**src/rtl/mul8_err_sweeper_pkg.sv**
```systemverilog
// Shared types and width helpers for the multiplier error-characterisation harness.
package mul_char_pkg;

  localparam int W_DEFAULT = 8;

  typedef enum logic [1:0] {
    ST_IDLE  = 2'd0,
    ST_SWEEP = 2'd1,
    ST_DRAIN = 2'd2,
    ST_DONE  = 2'd3
  } sweep_state_t;

  // Accumulators are sized so a full sweep with worst-case error cannot overflow.
  function automatic int sae_width(input int w);
    return 4 * w;
  endfunction

  function automatic int sse_width(input int w);
    return 6 * w;
  endfunction

  function automatic int err_cnt_width(input int w);
    return 2 * w + 1;
  endfunction

endpackage

```
**src/rtl/mul8_err_sweeper_if.sv**
```systemverilog
// Operand/product bus between the sweeper and the multiplier under test.
interface mul8_err_sweeper_if #(
  parameter int W = 8
);
  logic [W-1:0]   mul_a;
  logic [W-1:0]   mul_b;
  logic [2*W-1:0] mul_o;

  modport master (output mul_a, output mul_b, input mul_o);
  modport slave  (input mul_a, input mul_b, output mul_o);
endinterface

```
**src/rtl/mul8_err_sweeper_accum.sv**
```systemverilog
// Second pipeline stage: absolute error, its square, and the four running error metrics.
module mul_err_accum
  import mul_char_pkg::*;
#(
  parameter int W     = W_DEFAULT,
  parameter int SAE_W = sae_width(W),
  parameter int SSE_W = sse_width(W),
  parameter int ERR_W = err_cnt_width(W)
) (
  input  logic             clk_i,
  input  logic             rst_ni,
  input  logic             clr_i,
  input  logic             valid_i,
  input  logic [2*W-1:0]   approx_i,
  input  logic [2*W-1:0]   exact_i,
  input  logic [W-1:0]     a_i,
  input  logic [W-1:0]     b_i,
  output logic [SAE_W-1:0] sae_o,
  output logic [SSE_W-1:0] sse_o,
  output logic [2*W-1:0]   wce_o,
  output logic [W-1:0]     wc_a_o,
  output logic [W-1:0]     wc_b_o,
  output logic [ERR_W-1:0] err_cnt_o
);

  logic [2*W-1:0]   err_abs;
  logic [4*W-1:0]   err_sq;
  logic [SAE_W-1:0] sae_q, sae_d;
  logic [SSE_W-1:0] sse_q, sse_d;
  logic [2*W-1:0]   wce_q, wce_d;
  logic [W-1:0]     wc_a_q, wc_a_d, wc_b_q, wc_b_d;
  logic [ERR_W-1:0] err_cnt_q, err_cnt_d;

  assign err_abs = (approx_i >= exact_i) ? (approx_i - exact_i) : (exact_i - approx_i);
  assign err_sq  = {{(2*W){1'b0}}, err_abs} * {{(2*W){1'b0}}, err_abs};

  always_comb begin
    sae_d     = sae_q;
    sse_d     = sse_q;
    wce_d     = wce_q;
    wc_a_d    = wc_a_q;
    wc_b_d    = wc_b_q;
    err_cnt_d = err_cnt_q;
    if (clr_i) begin
      sae_d     = '0;
      sse_d     = '0;
      wce_d     = '0;
      wc_a_d    = '0;
      wc_b_d    = '0;
      err_cnt_d = '0;
    end else if (valid_i) begin
      sae_d     = sae_q + SAE_W'(err_abs);
      sse_d     = sse_q + SSE_W'(err_sq);
      err_cnt_d = err_cnt_q + ERR_W'(err_abs != '0);
      // Strict compare keeps the first pair in sweep order on ties.
      if (err_abs > wce_q) begin
        wce_d  = err_abs;
        wc_a_d = a_i;
        wc_b_d = b_i;
      end
    end
  end

  always_ff @(posedge clk_i or negedge rst_ni) begin
    if (!rst_ni) begin
      sae_q     <= '0;
      sse_q     <= '0;
      wce_q     <= '0;
      wc_a_q    <= '0;
      wc_b_q    <= '0;
      err_cnt_q <= '0;
    end else begin
      sae_q     <= sae_d;
      sse_q     <= sse_d;
      wce_q     <= wce_d;
      wc_a_q    <= wc_a_d;
      wc_b_q    <= wc_b_d;
      err_cnt_q <= err_cnt_d;
    end
  end

  assign sae_o     = sae_q;
  assign sse_o     = sse_q;
  assign wce_o     = wce_q;
  assign wc_a_o    = wc_a_q;
  assign wc_b_o    = wc_b_q;
  assign err_cnt_o = err_cnt_q;

endmodule

```
**src/rtl/mul8_err_sweeper.sv**
```systemverilog
// Exhaustive sweep harness: drives every operand pair into the multiplier under test
// and accumulates MAE/MSE/WCE/EP metrics against the exact product.
module mul8_err_sweeper
  import mul_char_pkg::*;
#(
  parameter int W     = W_DEFAULT,
  parameter int SAE_W = sae_width(W),
  parameter int SSE_W = sse_width(W)
) (
  input  logic                        clk_i,
  input  logic                        rst_ni,
  input  logic                        start_i,
  input  logic                        abort_i,
  output logic                        busy_o,
  output logic                        done_o,
  mul8_err_sweeper_if.master          mul_if,
  output logic [SAE_W-1:0]            sae_o,
  output logic [SSE_W-1:0]            sse_o,
  output logic [2*W-1:0]              wce_o,
  output logic [W-1:0]                wc_a_o,
  output logic [W-1:0]                wc_b_o,
  output logic [err_cnt_width(W)-1:0] err_cnt_o
);

  sweep_state_t   state_q, state_d;
  logic           start_acc;
  logic [2*W-1:0] idx_q, idx_d;
  logic [W-1:0]   op_a_q, op_a_d, op_b_q, op_b_d;
  logic [2*W-1:0] exact_c;

  logic           s1_valid_q, s1_valid_d;
  logic [2*W-1:0] s1_approx_q, s1_approx_d;
  logic [2*W-1:0] s1_exact_q, s1_exact_d;
  logic [W-1:0]   s1_a_q, s1_a_d, s1_b_q, s1_b_d;

  assign exact_c = {{W{1'b0}}, op_a_q} * {{W{1'b0}}, op_b_q};

  // Abort outranks every transition, including a simultaneous start.
  always_comb begin
    state_d   = state_q;
    start_acc = 1'b0;
    if (abort_i) begin
      state_d = ST_IDLE;
    end else begin
      case (state_q)
        ST_IDLE, ST_DONE: begin
          if (start_i) begin
            state_d   = ST_SWEEP;
            start_acc = 1'b1;
          end
        end
        ST_SWEEP: if (idx_q == '1) state_d = ST_DRAIN;
        ST_DRAIN: state_d = ST_DONE;
        default:  state_d = ST_IDLE;
      endcase
    end
  end

  always_comb begin
    idx_d       = idx_q;
    op_a_d      = op_a_q;
    op_b_d      = op_b_q;
    s1_valid_d  = 1'b0;
    s1_approx_d = s1_approx_q;
    s1_exact_d  = s1_exact_q;
    s1_a_d      = s1_a_q;
    s1_b_d      = s1_b_q;
    if (abort_i) begin
      s1_valid_d = 1'b0;
    end else if (start_acc) begin
      idx_d  = '0;
      op_a_d = '0;
      op_b_d = '0;
    end else if (state_q == ST_SWEEP) begin
      s1_valid_d  = 1'b1;
      s1_approx_d = mul_if.mul_o;
      s1_exact_d  = exact_c;
      s1_a_d      = op_a_q;
      s1_b_d      = op_b_q;
      idx_d       = idx_q + (2*W)'(1);
      // Operands stop on the last pair so they hold through DRAIN/DONE.
      if (idx_q != '1) {op_b_d, op_a_d} = idx_q + (2*W)'(1);
    end
  end

  always_ff @(posedge clk_i or negedge rst_ni) begin
    if (!rst_ni) begin
      state_q     <= ST_IDLE;
      idx_q       <= '0;
      op_a_q      <= '0;
      op_b_q      <= '0;
      s1_valid_q  <= 1'b0;
      s1_approx_q <= '0;
      s1_exact_q  <= '0;
      s1_a_q      <= '0;
      s1_b_q      <= '0;
    end else begin
      state_q     <= state_d;
      idx_q       <= idx_d;
      op_a_q      <= op_a_d;
      op_b_q      <= op_b_d;
      s1_valid_q  <= s1_valid_d;
      s1_approx_q <= s1_approx_d;
      s1_exact_q  <= s1_exact_d;
      s1_a_q      <= s1_a_d;
      s1_b_q      <= s1_b_d;
    end
  end

  mul_err_accum #(
    .W     (W),
    .SAE_W (SAE_W),
    .SSE_W (SSE_W),
    .ERR_W (err_cnt_width(W))
  ) u_accum (
    .clk_i     (clk_i),
    .rst_ni    (rst_ni),
    .clr_i     (start_acc),
    .valid_i   (s1_valid_q & ~abort_i),
    .approx_i  (s1_approx_q),
    .exact_i   (s1_exact_q),
    .a_i       (s1_a_q),
    .b_i       (s1_b_q),
    .sae_o     (sae_o),
    .sse_o     (sse_o),
    .wce_o     (wce_o),
    .wc_a_o    (wc_a_o),
    .wc_b_o    (wc_b_o),
    .err_cnt_o (err_cnt_o)
  );

  assign mul_if.mul_a = op_a_q;
  assign mul_if.mul_b = op_b_q;
  assign busy_o       = (state_q == ST_SWEEP) || (state_q == ST_DRAIN);
  assign done_o       = (state_q == ST_DONE);

endmodule
```
**src/flat_wrapper.sv**
```systemverilog
// flat-port wrapper written by rule: the top's interface ports become plain ports
module mul8_err_sweeper_flat import mul_char_pkg::*;
#(
  parameter int W     = W_DEFAULT,
  parameter int SAE_W = sae_width(W),
  parameter int SSE_W = sse_width(W)
)
  (clk_i, rst_ni, start_i, abort_i, busy_o, done_o, sae_o, sse_o, wce_o, wc_a_o, wc_b_o, err_cnt_o, mul_if_mul_a, mul_if_mul_b, mul_if_mul_o);
  mul8_err_sweeper_if #(.W(W)) mul_if_i ();
  input  logic clk_i;
  input  logic rst_ni;
  input  logic start_i;
  input  logic abort_i;
  output logic busy_o;
  output logic done_o;
  output logic [SAE_W-1:0] sae_o;
  output logic [SSE_W-1:0] sse_o;
  output logic [2*W-1:0] wce_o;
  output logic [W-1:0] wc_a_o;
  output logic [W-1:0] wc_b_o;
  output logic [err_cnt_width(W)-1:0] err_cnt_o;
  output wire logic [$bits(mul_if_i.mul_a)-1:0] mul_if_mul_a;
  output wire logic [$bits(mul_if_i.mul_b)-1:0] mul_if_mul_b;
  input wire logic [$bits(mul_if_i.mul_o)-1:0] mul_if_mul_o;
  assign mul_if_mul_a = mul_if_i.mul_a;
  assign mul_if_mul_b = mul_if_i.mul_b;
  assign mul_if_i.mul_o = mul_if_mul_o;
  mul8_err_sweeper #(.W(W), .SAE_W(SAE_W), .SSE_W(SSE_W)) u_core (.clk_i(clk_i), .rst_ni(rst_ni), .start_i(start_i), .abort_i(abort_i), .busy_o(busy_o), .done_o(done_o), .mul_if(mul_if_i), .sae_o(sae_o), .sse_o(sse_o), .wce_o(wce_o), .wc_a_o(wc_a_o), .wc_b_o(wc_b_o), .err_cnt_o(err_cnt_o));
endmodule
```
**config.mk**
```make
export PLATFORM = sky130hd
export DESIGN_NAME = mul8_err_sweeper_flat
export DESIGN_NICKNAME = d
export VERILOG_FILES = /design/src/rtl/mul8_err_sweeper_pkg.sv /design/src/rtl/mul8_err_sweeper_if.sv /design/src/rtl/mul8_err_sweeper_accum.sv /design/src/rtl/mul8_err_sweeper.sv /design/src/flat_wrapper.sv
export SDC_FILE = /design/constraint.sdc
export NUM_CORES = 1
export LEC_CHECK = 0
export BUFFER_PORTS_ARGS = -buffer_cell sky130_fd_sc_hd__buf_2
export CORE_ASPECT_RATIO = 0.5
export CORE_MARGIN = 1.5
export CORE_UTILIZATION = 49
export DETAILED_ROUTE_END_ITERATION = 7
export GPL_TIMING_DRIVEN = 0
export HOLD_SLACK_MARGIN = 0.06
export PLACE_DENSITY_LB_ADDON = 0.15
export SLEW_MARGIN = 20
export SYNTH_ARGS = -nofsm -noshare
export SYNTH_HDL_FRONTEND = slang
export SYNTH_HIERARCHICAL = 1
export SYNTH_SLANG_ARGS = --single-unit
```
**constraint.sdc**
```tcl
create_clock -name clk_i -period 26.4 [get_ports clk_i]
set_clock_uncertainty 0.05 [all_clocks]
set_input_delay 3.96 -clock clk_i [delete_from_list [all_inputs] [get_ports clk_i]]
set_output_delay 3.96 -clock clk_i [all_outputs]
set_load 0.02 [all_outputs]
```
==> impl_summary.md <==
Clock network
The TritonCTS sink count is between 200 and 250. After clock tree synthesis, the clock-pin slew on the worst setup and hold paths is ~60 ps. The post-cts gate resize count is 0. TritonCTS built the clock tree. The number of clock buffers added by TritonCTS is 24.

The buffer type at the clock tree root is clkbuf_16. The count of H-tree levels built during CTS is 1. The latest clock arrival within the worst-skew pair is 580 ps. After clock tree synthesis, the setup repair step added 0 buffers.

The count of hold-fix buffers inserted at cts is 0. In this run the deepest clock path goes through 3 buffers.

Die
The initial utilization of the core area, before any placement, comes to between 40% and 50%. The core footprint is ~45000 sq um. The vertical extent of the die is between 150 and 200 um. The I/O pin count is 167.

Measured along the x axis, the die boundary spans between 300 and 400 um. The floorplan has 55 rows. The die covers roughly 47000 sq um.

GRT
Across every metal layer, demand over resource in global routing totals between 20% and 30%. The number of global-route vias before repair is 17700. The maximum number of pins on one net before global-route repair is between 80 and 90. Summed over all layers, the global routing overflow is 0. The number of antenna violations at the first check in global routing is 0. The global-route wire length before repair is about 100000 um.

STA
The post-route minimum period is about 11000 ps. The final setup violation count is 0. Summed over all failing endpoints, the final setup total negative slack is 0 ps.

The count of final max-slew check failures is 0. Setup repair after global routing left no endpoint under its margin. The number of endpoints with negative hold slack in the final report is 0. For the pin with the worst max-slew slack, the measured transition is between 1000 and 1500 ps.

After layout, the worst path uses around 41% of the clock period. The relative slew slack is slightly above 20%. The achievable clock frequency is approximately 90 MHz.

Placement
The number of placed instances, taps included, is between 3000 and 4000. Once placement finished, the instance area stood at 24000 sq um. The HPWL after detailed placement is 47500 um. At the end of routability-driven placement, the weighted congestion stood at 0.911. The total of buffers placed on input and output ports is between 150 and 200.

Cells and area
The final cell area excluding filler cells is 24900 sq um. The layout cell share with drive strength beyond 1 is roughly 9.7%. The area growth from synthesis to final layout is 11.1%. The core utilization of the finished layout is between 50% and 60%. The finished layout holds roughly 3300 standard cells, fillers aside.

The antenna diode instance count is 0. The net count of the finished layout is around 3200.

Worst setup path
STA classifies the critical path startpoint as a flop. In this design, the stage delay of the slowest critical-path cell is between 800 and 900 ps. The largest individual stage delay along the critical path comes from the cell a2111oi_0.

The most used cell along the critical path is fa_1. The kind of cell with the highest combined delay along the critical path is adder cells. The endpoint identified for the worst register-to-register timing path is u_core/u_accum/sse_o[47]. Counting cells, the worst reg-to-reg path comes to 31. The endpoint class of the critical path is a flop. The setup slack of the most critical reg-to-reg path is around 16000 ps.

The arrival time at the worst endpoint is about 11000 ps. The required time of the worst setup path is approximately 27000 ps. In this run the worst path has a maximum fanout of 12. The buffer and inverter count on the worst path is 7. The startpoint of the worst register-to-register path is u_core/s1_exact_q[0]. The critical path is of the flop to flop type.

Logic synthesis
Summing the sequential cell areas from Yosys gives about a quarter of the chip area. The multiplexer share of the synthesized area is ~3.2%. Summed over all instances, the cell type with the most area after synthesis is dfrtp_1. Synthesis produced a netlist whose cell count is between 2000 and 3000. The simple-gate share of the synthesized area is between 15 and 20%. The mean post-synth cell area is slightly below 9 sq um. The combinational family with the most area after synthesis is adder cells. The net count of the mapped netlist is ~3000.

Counting flops and latches in the post-synthesis netlist gives approximately 210. The most frequently used flop master after synthesis is dfrtp_1. The post-synthesis instance area is ~22000 sq um. The synthesized netlist devotes 32.7% of its cell area to adder and majority cells. Counting flops with an async set or reset pin after synthesis yields a share of 100%. The xor and xnor fraction of the mapped netlist area is under 10%. The distinct cell type count after synthesis is 82. The number of synthesis warnings is 6. After synthesis, the cell types taking the most area are dfrtp_1 24%, fa_1 21%, ha_1 12%, inv_1 7.6%, nand2_1 4.9%. The count of flip-flops with a built-in enable after synthesis is 0. Summing the areas of all compound-gate instances in the mapped netlist gives between 10% and 20% of the synthesized area. The proportion of netlist area held by the largest area contributor is between 20% and 30%.

Drt
In the routed design, unresolved DRC markers number 0. For this run, the detailed router's first-pass iteration total came to 5. The routed length per placed instance is around 18 um. The number of nets still failing antenna checks after routing is 0.

The first routing iteration left roughly 1300 violations. The routed design has between 60000 and 70000 um of wire. The average vias per placed instance is approximately 5.3. The final route contains 17700 vias.

Min path
The worst hold path terminates at u_core/s1_a_q[7]. The hold path startpoint is u_core/s1_a_q[7]. The min-delay analysis places its worst path in the category flop to flop. The worst hold path was traced through 2 stages.

Outcome
The flow ran to the end, and the final reports show no timing, DRC or antenna violations.

Job
Max-cap violations in this run came to 0.
-- registers in the layout, indices dropped and copies added, names as in the netlist --
name and cells:
u_core/idx_q 16, u_core/mul_if.mul_a 8, u_core/mul_if.mul_b 8, u_core/s1_a_q 8, u_core/s1_approx_q 16, u_core/s1_b_q 8, u_core/s1_exact_q 16, u_core/s1_valid_q 1
u_core/state_q 2, u_core/u_accum/err_cnt_o 17, u_core/u_accum/sae_o 32, u_core/u_accum/sse_o 48, u_core/u_accum/wc_a_o 8, u_core/u_accum/wc_b_o 8, u_core/u_accum/wce_o 16
-- area by class of cell --
type	count	area [sq um]
buffer	96	405
clock buffer	31	657
clock inverter	12	173
fill	4195	20300
inverter	458	1720
multi-input combinational	1765	15000
sequential	212	5310
tap	598	748
timing repair buffer	168	896
-- logic make-up after synthesis --
| family | count (synthesis) |
|---|---|
| mux | 71 |
| flops | 212 |
| fa+ha+maj | 445 |
| compound gates | 338 |
| buf+inv | 554 |
| simple gates | 785 |
| xor+xnor | 126 |
-- layer usage --
layer  up-vias  routed length, um  GRT usage [%]  share of wire [%]
li1       8472                  -              -                  -
met1      8652              27600           37.2                 46
met2       494              27800           43.0                 46
met3        83               3720           4.01                6.1
met4         0               1510           5.99                2.5
met5         -                  0              0                  0
-- worst max-delay path by stage --
stage / slack, ps / end / startpoint / depth (start not counted)
floorplan: 17790 / u_core/u_accum/sse_o[40] / u_core/s1_approx_q[0] / 36
global placement: 15560 / u_core/u_accum/sse_o[31] / u_core/s1_exact_q[0] / 31
detailed placement: 15810 / u_core/u_accum/sse_o[40] / u_core/s1_exact_q[0] / 31
CTS: 15790 / u_core/u_accum/sse_o[47] / u_core/s1_exact_q[0] / 31
global route: 15130 / u_core/u_accum/sse_o[47] / u_core/s1_approx_q[0] / 32
finish: 15550 / u_core/u_accum/sse_o[47] / u_core/s1_exact_q[0] / 31
-- synthesized netlist by cell type (all sizes together), types with 5 or more instances --
library cell / count
nor2: 238
a21oi: 108
fa: 232
a2111oi: 5
nand4: 24
or3: 16
nor3: 29
ha: 213
o21bai: 8
and3: 22
nand2b: 12
nor4: 5
xnor2: 68
o211ai: 11
xor2: 58
clkbuf: 67
o31ai: 6
o21a: 11
o21ai: 58
nand3: 41
and2: 66
dfrtp: 212
a21boi: 6
nor2b: 19
nand2: 294
a21o: 38
a211oi: 32
o2bb2ai: 5
inv: 455
mux2i: 63
mux2: 8
buf: 29
a31oi: 7
-- cell usage in the layout, fill, tap and decap left out, types with 16 or more instances in the layout --
cell type	instances
inv_1	451
nand2_1	292
nor2_1	234
fa_1	232
ha_1	213
dfrtp_1	212
buf_2	175
a21oi_1	105
clkbuf_1	69
and2_1	66
xnor2_1	66
mux2i_1	63
xor2_1	58
o21ai_0	55
nand3_1	40
a21o_1	38
a211oi_1	29
nor3_1	27
clkbuf_16	24
nand4_1	23
and3_1	22
nor2b_1	19
or3_1	16
-- metrics by stage --
stage,worst slack (ps),hold slack [ps]
2_1_floorplan,17790,396
3_3_place_gp,15560,411
3_5_place_dp,15810,415
4_1_cts,15790,431
5_1_grt,15130,448
6_report,15550,431
-- worst reg2reg max path: cells and delay by family, from the launching register on --
kind,cells,cell delay (ps)
flip-flops,1,460
AND/OR/NAND/NOR,5,970
adder cells (fa/ha/maj),9,3920
XOR/XNOR,2,790
AO/OA/AOI/OAI,8,3430
buffers and inverters,7,1090
Power is not shown: default switching activity piles up to over one toggle a cycle in this logic, so the estimate is an artifact.
